### src/rtl/ps2_keycode_sequencer.sv
// -----------------------------------------------------------------------------
// ps2_keycode_sequencer
//
// Turns the raw PS/2 scan-code byte stream into complete key events and
// queues them for a consumer.
//   - 0xE0 marks an extended key, 0xF0 marks a key release (break).
//   - 0x00 / 0xFF are keyboard error bytes: they abort any partial sequence.
//   - A prefix not followed by another byte within TIMEOUT cycles is abandoned.
// Completed events go into a small FIFO that the consumer drains over a
// valid/ready handshake.
//
// Optional feature (macro TYPEMATIC_FILTER_EN):
//   Auto-repeat suppression. The last pressed key is remembered, and repeated
//   makes of that key are not queued until it is released or another key is
//   pressed. Without the macro, every make and break is queued.
//
// Parameters:
//   FIFO_DEPTH  event FIFO entries (power of two, >= 2)
//   TIMEOUT     cycles allowed between a prefix byte and the next byte
//
// Ports:
//   clock       system clock
//   resetn      asynchronous reset, active-low
//   byte_in     scan-code byte from the PS/2 receiver
//   byte_valid  one-cycle strobe, byte_in valid
//   evt_code    head event scan code (0 when the FIFO is empty)
//   evt_ext     head event had the 0xE0 prefix
//   evt_break   head event is a key release
//   evt_valid   FIFO non-empty, head event presented
//   evt_ready   consumer accepts the head event when evt_valid=1
//   fifo_count  number of events held
//   overflow    sticky: an event was dropped because the FIFO was full
//   busy        parser is in the middle of a prefixed sequence
// -----------------------------------------------------------------------------
module ps2_keycode_sequencer #(
    parameter int FIFO_DEPTH = 4,
    parameter int TIMEOUT    = 1000000
) (
    input  logic                          clock,
    input  logic                          resetn,
    input  logic [7:0]                    byte_in,
    input  logic                          byte_valid,
    output logic [7:0]                    evt_code,
    output logic                          evt_ext,
    output logic                          evt_break,
    output logic                          evt_valid,
    input  logic                          evt_ready,
    output logic [$clog2(FIFO_DEPTH):0]   fifo_count,
    output logic                          overflow,
    output logic                          busy
);

    localparam int AW = $clog2(FIFO_DEPTH);
    localparam int TW = (TIMEOUT > 1) ? $clog2(TIMEOUT) : 1;

    typedef enum logic [1:0] {
        S_IDLE = 2'd0,
        S_EXT  = 2'd1,
        S_BRK  = 2'd2
    } state_t;

    // ------------------------------------------------------------------
    // Parser
    // ------------------------------------------------------------------
    state_t          state_reg, state_next;
    logic            ext_reg, ext_next;
    logic [TW-1:0]   timer_reg, timer_next;

    logic            parse_push;   // a complete event was recognised this cycle
    logic            parse_ext;
    logic            parse_brk;

    always_ff @(posedge clock or negedge resetn) begin
        if (!resetn) begin
            state_reg <= S_IDLE;
            ext_reg   <= 1'b0;
            timer_reg <= '0;
        end else begin
            state_reg <= state_next;
            ext_reg   <= ext_next;
            timer_reg <= timer_next;
        end
    end

    always_comb begin
        state_next = state_reg;
        ext_next   = ext_reg;
        timer_next = timer_reg;
        parse_push = 1'b0;
        parse_ext  = 1'b0;
        parse_brk  = 1'b0;

        if (byte_valid) begin
            timer_next = '0;
            if (byte_in == 8'h00 || byte_in == 8'hFF) begin
                // Keyboard error: abandon whatever was in progress.
                state_next = S_IDLE;
                ext_next   = 1'b0;
            end else begin
                case (state_reg)
                    S_IDLE: begin
                        if (byte_in == 8'hE0) begin
                            state_next = S_EXT;
                            ext_next   = 1'b1;
                        end else if (byte_in == 8'hF0) begin
                            state_next = S_BRK;
                            ext_next   = 1'b0;
                        end else begin
                            parse_push = 1'b1;
                        end
                    end
                    S_EXT: begin
                        if (byte_in == 8'hE0) begin
                            state_next = S_EXT;
                        end else if (byte_in == 8'hF0) begin
                            state_next = S_BRK;  // extended flag carried into the break
                        end else begin
                            parse_push = 1'b1;
                            parse_ext  = 1'b1;
                            state_next = S_IDLE;
                            ext_next   = 1'b0;
                        end
                    end
                    S_BRK: begin
                        if (byte_in == 8'hF0) begin
                            state_next = S_BRK;
                        end else if (byte_in == 8'hE0) begin
                            // E0 after F0 is malformed; drop the sequence.
                            state_next = S_IDLE;
                            ext_next   = 1'b0;
                        end else begin
                            parse_push = 1'b1;
                            parse_ext  = ext_reg;
                            parse_brk  = 1'b1;
                            state_next = S_IDLE;
                            ext_next   = 1'b0;
                        end
                    end
                    default: begin
                        state_next = S_IDLE;
                        ext_next   = 1'b0;
                    end
                endcase
            end
        end else if (state_reg != S_IDLE) begin
            if (timer_reg == TW'(TIMEOUT - 1)) begin
                state_next = S_IDLE;
                ext_next   = 1'b0;
                timer_next = '0;
            end else begin
                timer_next = timer_reg + TW'(1);
            end
        end
    end

    assign busy = (state_reg != S_IDLE);

    // ------------------------------------------------------------------
    // Auto-repeat filter
    // ------------------------------------------------------------------
    logic push_req;

`ifdef TYPEMATIC_FILTER_EN
    logic       held_v_reg;
    logic       held_ext_reg;
    logic [7:0] held_code_reg;
    logic       held_match;

    assign held_match = held_v_reg && (held_ext_reg == parse_ext) && (held_code_reg == byte_in);
    // Breaks always go through; only a repeated make of the held key is swallowed.
    assign push_req   = parse_push && (parse_brk || !held_match);

    always_ff @(posedge clock or negedge resetn) begin
        if (!resetn) begin
            held_v_reg    <= 1'b0;
            held_ext_reg  <= 1'b0;
            held_code_reg <= 8'h00;
        end else if (parse_push) begin
            if (!parse_brk) begin
                held_v_reg    <= 1'b1;
                held_ext_reg  <= parse_ext;
                held_code_reg <= byte_in;
            end else if (held_match) begin
                held_v_reg <= 1'b0;
            end
        end
    end
`else
    assign push_req = parse_push;
`endif

    // ------------------------------------------------------------------
    // Event FIFO
    // ------------------------------------------------------------------
    logic [9:0]    mem_reg [FIFO_DEPTH];   // {ext, brk, code}
    logic [AW-1:0] wr_ptr_reg;
    logic [AW-1:0] rd_ptr_reg;
    logic [AW:0]   count_reg;
    logic          overflow_reg;
    logic          full;
    logic          pop;
    logic          push_ok;
    logic [9:0]    head;

    assign full      = (count_reg == (AW + 1)'(FIFO_DEPTH));
    assign evt_valid = (count_reg != '0);
    assign pop       = evt_valid && evt_ready;
    // A simultaneous pop frees the slot, so a push into a full FIFO is legal then.
    assign push_ok   = push_req && (!full || pop);

    always_ff @(posedge clock) begin
        if (push_ok) begin
            mem_reg[wr_ptr_reg] <= {parse_ext, parse_brk, byte_in};
        end
    end

    always_ff @(posedge clock or negedge resetn) begin
        if (!resetn) begin
            wr_ptr_reg   <= '0;
            rd_ptr_reg   <= '0;
            count_reg    <= '0;
            overflow_reg <= 1'b0;
        end else begin
            if (push_ok) begin
                wr_ptr_reg <= wr_ptr_reg + AW'(1);
            end
            if (pop) begin
                rd_ptr_reg <= rd_ptr_reg + AW'(1);
            end
            case ({push_ok, pop})
                2'b10:   count_reg <= count_reg + (AW + 1)'(1);
                2'b01:   count_reg <= count_reg - (AW + 1)'(1);
                default: count_reg <= count_reg;
            endcase
            if (push_req && full && !pop) begin
                overflow_reg <= 1'b1;
            end
        end
    end

    // Storage is not reset, so the head is masked while the FIFO is empty.
    assign head       = evt_valid ? mem_reg[rd_ptr_reg] : 10'd0;
    assign evt_ext    = head[9];
    assign evt_break  = head[8];
    assign evt_code   = head[7:0];
    assign fifo_count = count_reg;
    assign overflow   = overflow_reg;

endmodule
### config.mk
export PLATFORM = sky130hd
export DESIGN_NAME = ps2_keycode_sequencer
export DESIGN_NICKNAME = d
export VERILOG_FILES = /design/src/rtl/ps2_keycode_sequencer.sv
export SDC_FILE = /design/constraint.sdc
export NUM_CORES = 1
export LEC_CHECK = 0
export BUFFER_PORTS_ARGS = -buffer_cell sky130_fd_sc_hd__buf_2
export CORE_MARGIN = 4
export CORE_UTILIZATION = 30
export DETAILED_ROUTE_END_ITERATION = 8
export GPL_TIMING_DRIVEN = 0
export SLEW_MARGIN = 30
export SYNTH_ARGS = -nofsm -noshare
export SYNTH_HDL_FRONTEND = slang
export SYNTH_SLANG_ARGS = --single-unit
### constraint.sdc
create_clock -name clock -period 5.7 [get_ports clock]
set_input_delay 0 -clock clock [delete_from_list [all_inputs] [get_ports clock]]
set_output_delay 0 -clock clock [all_outputs]
set_load 0.005 [all_outputs]
==> run metrics, run 1 <==
run status complete, no violations; Layout area overhead 20.3%; post-CTS sizing 0; max_cap viols 0; maximum achievable frequency approximately 0.38 GHz; #FFs+latches synth 71; Hold Violations, Final 0; global route overflow 0; Worst EP arrival ~3 ns; share of flip-flops with an asynchronous set or reset ~44%; CTS buffer count 9; CP Max Fanout 7; clock root cell clkbuf_16; PD cells 454 nW/um^2; number of antenna violations at the first check in global routing 0; Reg2Reg Setup Slack a little over 3 ns; final net count ~340; clock-pin slew on the worst setup and hold paths 0.06 ns; clock buffer depth 2; pin count of the biggest net entering global routing 32; Chip Width about 110 um; synthesized area between 3000 and 4000 um^2; Iter 0 DRT Violations 80; Tot GR Track Use a little under an eighth; Post-Syn Nets a little under 300; DP Cell Count 439; leading cell type by number of instances after synthesis edfxtp_1; syn avg cell area about 13 um^2; dpl hpwl 4.95 mm; Fillers between 1000 and 1500; area leader, netlist edfxtp_1; number of flops mapped to enable cells by yosys 40; period utilization between 40% and 50%; Crit Reg-Reg Startpoint state_reg[0]; worst-skew pair later-pin latency approximately 0.33 ns; post-synth top area share 35.0%; setup TNS 0 ns; Startpoint Class primary input; Crit-path slowest cell dlygate4sd3_1; share of cells above drive strength 1 19.4%; # IOs 28; CP cell instances dlygate4sd3_1 > buf_2 > nor4_1 > a32oi_1 > o211a_1 > inv_1 > ha_1 > inv_1 > fa_1 > xor2_1 > nor2_1 > xor2_1; fin. max-slew vios 0; Final Setup Violations 0; cell count after synthesis between 200 and 300; global-route wire length before repair approximately 12 mm; max reg flops 40; Yosys cell types 42; static leakage power between 1.5 and 2 nW; Yosys warnings 0; initial core utilization between 30% and 40%; num rows 38; Critical Path RT 5.96 ns; CP peak stage delay about 0.55 ns; DRC 0; H-tree levels 3; Setup WS pre-CTS between 3 and 4 ns; iteration count of the initial detailed-routing pass 4; via count 2365; Clock Sinks 71; Area contributors post-synth edfxtp_1 (35%), dfrtp_1 (23%), mux4_2 (6.6%), ha_1 (3.6%), and2_1 (3.3%); Final WS setup 3.04 ns; crit path to fifo_count[2]; maximum vdd drop ~0.22 mV; Die Y-Extent roughly 110 um; RSZ-0062 raised after global routing false; Commonest cells post-synth edfxtp_1 (40), dfrtp_1 (31), and2_1 (18); Post-Route WL 7.10 mm; Die ar. around 13000 um^2; Finished Layout Cells between 400 and 500; # diodes 0; Setup crit end kind register; antenna-violating nets left 0; core box area 11000 um^2; hold buffer count at cts 9; Fin Clk Skew 0.00551 ns; port buffer count 27; Tmin final 2.66 ns; register area a little under 2000 um^2; CP Launch Point byte_in[3]; relative slew slack 46.6%; Main synth FF type edfxtp_1; Worst Max-Slew Pin Slew approximately 0.79 ns; # Post-CTS Setup Buffers 0; multi-input logic area approximately 1400 um^2; utilization after layout a little under two fifths; vias in the first global route approximately 2400; routed len/inst 15.3 um; min-delay worst type primary input to register; Worst Path Class, Setup primary input to register; GPL Wtd Cong 0.796; R2R Path End fifo_count[2]; CTS tree done; mean number of vias per cell a little over 5; total power ~0.0019 W; sequential area share after synthesis between 50 and 60%; path depth of the worst reg2reg path 13
[layout make-up]
cell class              count  share of cell area, %
clock buffers              10                   5.54
well taps                 140                   4.24
repair buffers             36                   5.45
inverters                  12                   1.09
multi-input cells         180                   33.1
clock inverters             6                   1.67
plain buffers               9                   1.09
flip-flops and latches     71                   47.8
[how the worst min path moves through the flow]
stage / to / cells past startpoint / from / slack, ns
floorplan: ext_reg / 0 / resetn / -0.30
global placement: timer_reg[10] / 1 / resetn / 0.08
detailed placement: timer_reg[11] / 1 / resetn / 0.09
CTS: rd_ptr_reg[0] / 3 / evt_ready / 0.05
global route: rd_ptr_reg[0] / 3 / evt_ready / 0.1
finish: rd_ptr_reg[0] / 3 / evt_ready / 0.06
[critical path, delay by kind of cell]
family	cells	cell delay (ns)
adder cells (fa/ha/maj)	2	0.55
AND/OR/NAND/NOR	2	0.59
AO/OA/AOI/OAI	2	0.60
XOR/XNOR	2	0.31
buffers and inverters	4	0.85
[per-stage QoR]
| step | hold WS [ns] | area [um^2] |
|---|---|---|
| floorplan | -0.296 | 3430 |
| global placement | 0.0814 | 3740 |
| detailed placement | 0.0906 | 3740 |
| CTS | 0.0517 | 4130 |
| global route | 0.0993 | 4130 |
| finish | 0.0630 | 4130 |
[placed cells by master (no fill, tap or decap), types with 9 or more instances in the layout]
cell,instances
a21oi_1,9
and2_1,18
buf_2,30
clkbuf_16,9
dfrtp_1,31
dlygate4sd3_1,9
edfxtp_1,40
ha_1,10
inv_1,11
mux4_2,10
nand2_1,12
nand3_1,10
nand4_1,9
nor2_1,14
o211ai_1,9
[layer usage]
metal / wire length (um) / GRT usage, %
met1: 3250 / 13.9
met2: 3500 / 19.4
met3: 285 / 3.32
met4: 68 / 3.44
met5: 0 / 0
[report_power, final]
group	internal, W	switching, W
clock network	0.000341	0.000213
logic	0.000290	0.000311
registers	0.000660	0.0000607
total	0.00129	0.000585
[cells by family (layout without fill, tap and decap cells)]
logic type | after synthesis | in the layout | synth area share, %
adders and majority gates | 11 | 11 | 4.23
xor gates and xnor gates | 15 | 15 | 3.83
DFF | 71 | 71 | 57.6
AOI/OAI and AO/OA | 38 | 38 | 7.50
and+or+nand+nor | 105 | 105 | 17.4
muxes | 11 | 11 | 6.89
buffers and inverters | 21 | 73 | 2.62
Power figures use the tool's default switching activity.
==> inputs of run 2 (changes only) <==
clock period = 2.56 ns   (was 5.7 ns; I/O delays follow)
==> run metrics, run 2 (same netlist as run 1, synthesis figures left out) <==
Setup crit end kind register (unchanged); Worst Max-Slew Pin Slew 0.817 ns (was 0.794 ns); Hold Violations, Final 0 (unchanged); clock-pin slew on the worst setup and hold paths 0.06 ns (about the same); port buffer count 27 (unchanged); period utilization a little over nine tenths; switching share of power 31.0% (was 31.2%); mean number of vias per cell 5.07 (was 5.10); core box area 11000 um^2 (unchanged); total power 0.00425 W (was 0.00188 W); num rows 38 (unchanged); Net Switching 0.00132 W (was 0.000585 W); antenna-violating nets left 0 (unchanged); CP Max Fanout 8 (was 7); fin. max-slew vios 0 (unchanged); Worst EP arrival 2.67 ns (was 2.92 ns); Critical Path RT 2.81 ns (was 5.96 ns); worst-skew pair later-pin latency 0.33 ns (about the same); Fin Clk Skew 0.00527 ns (was 0.00551 ns); dpl hpwl 4.95 mm (unchanged); min-delay worst type primary input to register (unchanged); Crit Reg-Reg Startpoint state_reg[0] (unchanged); max_cap viols 0 (unchanged); CTS buffer count 9 (unchanged); via count 2372 (was 2365); R2R Path End fifo_count[2] (unchanged); global-route wire length before repair 11.8 mm (about the same); relative slew slack 45.0% (was 46.6%); H-tree levels 3 (unchanged); Die Y-Extent 115 um (unchanged); part of the power in registers 37.6% (was 38.4%); hold path startpoint evt_ready (unchanged); Clk pwr share 28.9% (was 29.6%); initial core utilization 31.1% (unchanged); static leakage power 1.59 nW (was 1.56 nW); Clock Sinks 71 (unchanged); pin count of the biggest net entering global routing 32 (unchanged); Layout area overhead 22.3% (was 20.3%); iteration count of the initial detailed-routing pass 4 (unchanged); # diodes 0 (unchanged); most frequent cells in the layout edfxtp_1 (40), dfrtp_1 (31), buf_2 (30) (unchanged); Post-Route WL 7.17 mm (was 7.10 mm); Tmin final 2.42 ns; share of cells above drive strength 1 22.3% (was 19.4%); Iter 0 DRT Violations 113 (was 80); final net count 346 (was 342); WHS Path Cells 3 (unchanged); maximum achievable frequency around 0.41 GHz; Logic pwr share 33.5% (was 32.0%); final instance area 4200 um^2 (was 4130 um^2); Hold Path End rd_ptr_reg[0] (unchanged); GPL Wtd Cong 0.796 (unchanged); routed len/inst 15.3 um (about the same); placed cell areas 3740 um^2 (unchanged); path depth of the worst reg2reg path 13 (unchanged); CTS tree done (unchanged); number of antenna violations at the first check in global routing 0 (unchanged); Final Setup Violations 0 (unchanged); # IOs 28 (unchanged); Worst Path Class, Setup register to register (was primary input to register); Chip Width 115 um (unchanged); P_int 0.00293 W (was 0.00129 W); commonest non-fill, non-tap cell in the layout edfxtp_1 (unchanged); vias in the first global route 2371 (was 2376); global route overflow 0 (unchanged); Tot GR Track Use 11.4% (unchanged); Die ar. 13200 um^2 (unchanged); DRC 0 (unchanged); clock buffer depth 2 (unchanged); max reg flops 40 (unchanged); run status complete, no violations (unchanged); Startpoint Class register (was primary input); clock root cell clkbuf_16 (unchanged); maximum vdd drop 0.482 mV (was 0.218 mV); PD cells 1010 nW/um^2 (was 454 nW/um^2); Reg2Reg Setup Slack 0.14 ns (was 3.10 ns)
==> run 2: changes by cell type in the layout (fill, tap and decap cells not counted) <==
cell     delta
a32oi_2     +1
nor3_1      -1
a32oi_1     -1
ha_1        -1
o211a_1     -1
nor3_2      +1
or4b_2      -1
buf_4       +4
ha_2        +1
nor4_1      -2
or4b_4      +1
nor4_2      +2
o211a_4     +1
==> run 2: per-stage QoR <==
step / instances / setup WS [ns] / TNS, ns / hold slack (ns) / util (%)
final: 468 / 0.140 / 0 / 0.0742 / 38.1
after global routing: 468 / -0.00735 / -0.00735 / 0.104 / 38.1
after CTS: 466 / 0.0236 / 0 / 0.0517 / 37.7
after detailed placement: 439 / -0.0236 / -0.0236 / 0.0906 / 33.9
after global placement: 439 / -0.00460 / -0.00460 / 0.0814 / 33.9
after floorplan: 272 / 0.183 / 0 / -0.296 / -
==> run 2: power by group through the flow <==
stage / clock (W) / sequential, W / combinational [W]
2_1_floorplan: 0 / 0.00159 / 0.000927
3_3_place_gp: 0 / 0.00161 / 0.00131
3_5_place_dp: 0 / 0.00163 / 0.00136
4_1_cts: 0.00126 / 0.00161 / 0.00141
5_1_grt: 0.00131 / 0.00163 / 0.00159
6_report: 0.00123 / 0.00160 / 0.00142
==> run 2: timing repair <==
item,in CTS,in global routing
setup buffers,2,2
cloned,0,0
setup endpoints to repair,1,1
endpoints found under the hold margin,63,0
gates resized for setup,1,6
pin swaps,0,1
hold buffers,9,0
==> run 2: per-layer routing <==
layer | wire (um) | track usage, % | vias up | part of all wire (%)
met5 | 0 | 0 | - | 0
met4 | 36 | 3.44 | 0 | 0.50
met3 | 342 | 3.47 | 6 | 4.8
met2 | 3620 | 19.1 | 58 | 51
met1 | 3170 | 14.1 | 1182 | 44
li1 | - | - | 1126 | -
==> run 2: cell type report <==
class | count | area (um^2)
repair buffers | 40 | 255
multi-input cells | 180 | 1410
inverters | 12 | 45.0
plain buffers | 9 | 45.0
clock buffers | 10 | 229
flip-flops and latches | 71 | 1980
clock inverters | 6 | 68.8
fillers | 1085 | 6830
well taps | 140 | 175
==> run 2: worst max path at each step <==
stage	slack [ns]	endpoint	start
2_1_floorplan	0.18	fifo_count[2]	fifo_count[1]
3_3_place_gp	-0.005	fifo_count[2]	state_reg[0]
3_5_place_dp	-0.02	fifo_count[2]	state_reg[0]
4_1_cts	0.02	fifo_count[2]	byte_in[0]
5_1_grt	-0.007	fifo_count[2]	state_reg[0]
6_report	0.14	fifo_count[2]	state_reg[0]
==> run 2: critical path, stage by stage (launching register included) <==
cell and delay (ns):
dfrtp_1 0.38, inv_1 0.07, ha_1 0.20, buf_6 0.14, nor3_2 0.19, nor2_1 0.09
o211a_4 0.17, inv_1 0.06, ha_1 0.18, inv_1 0.06, fa_1 0.37, xor2_1 0.15
nor2_1 0.11, xor2_1 0.16
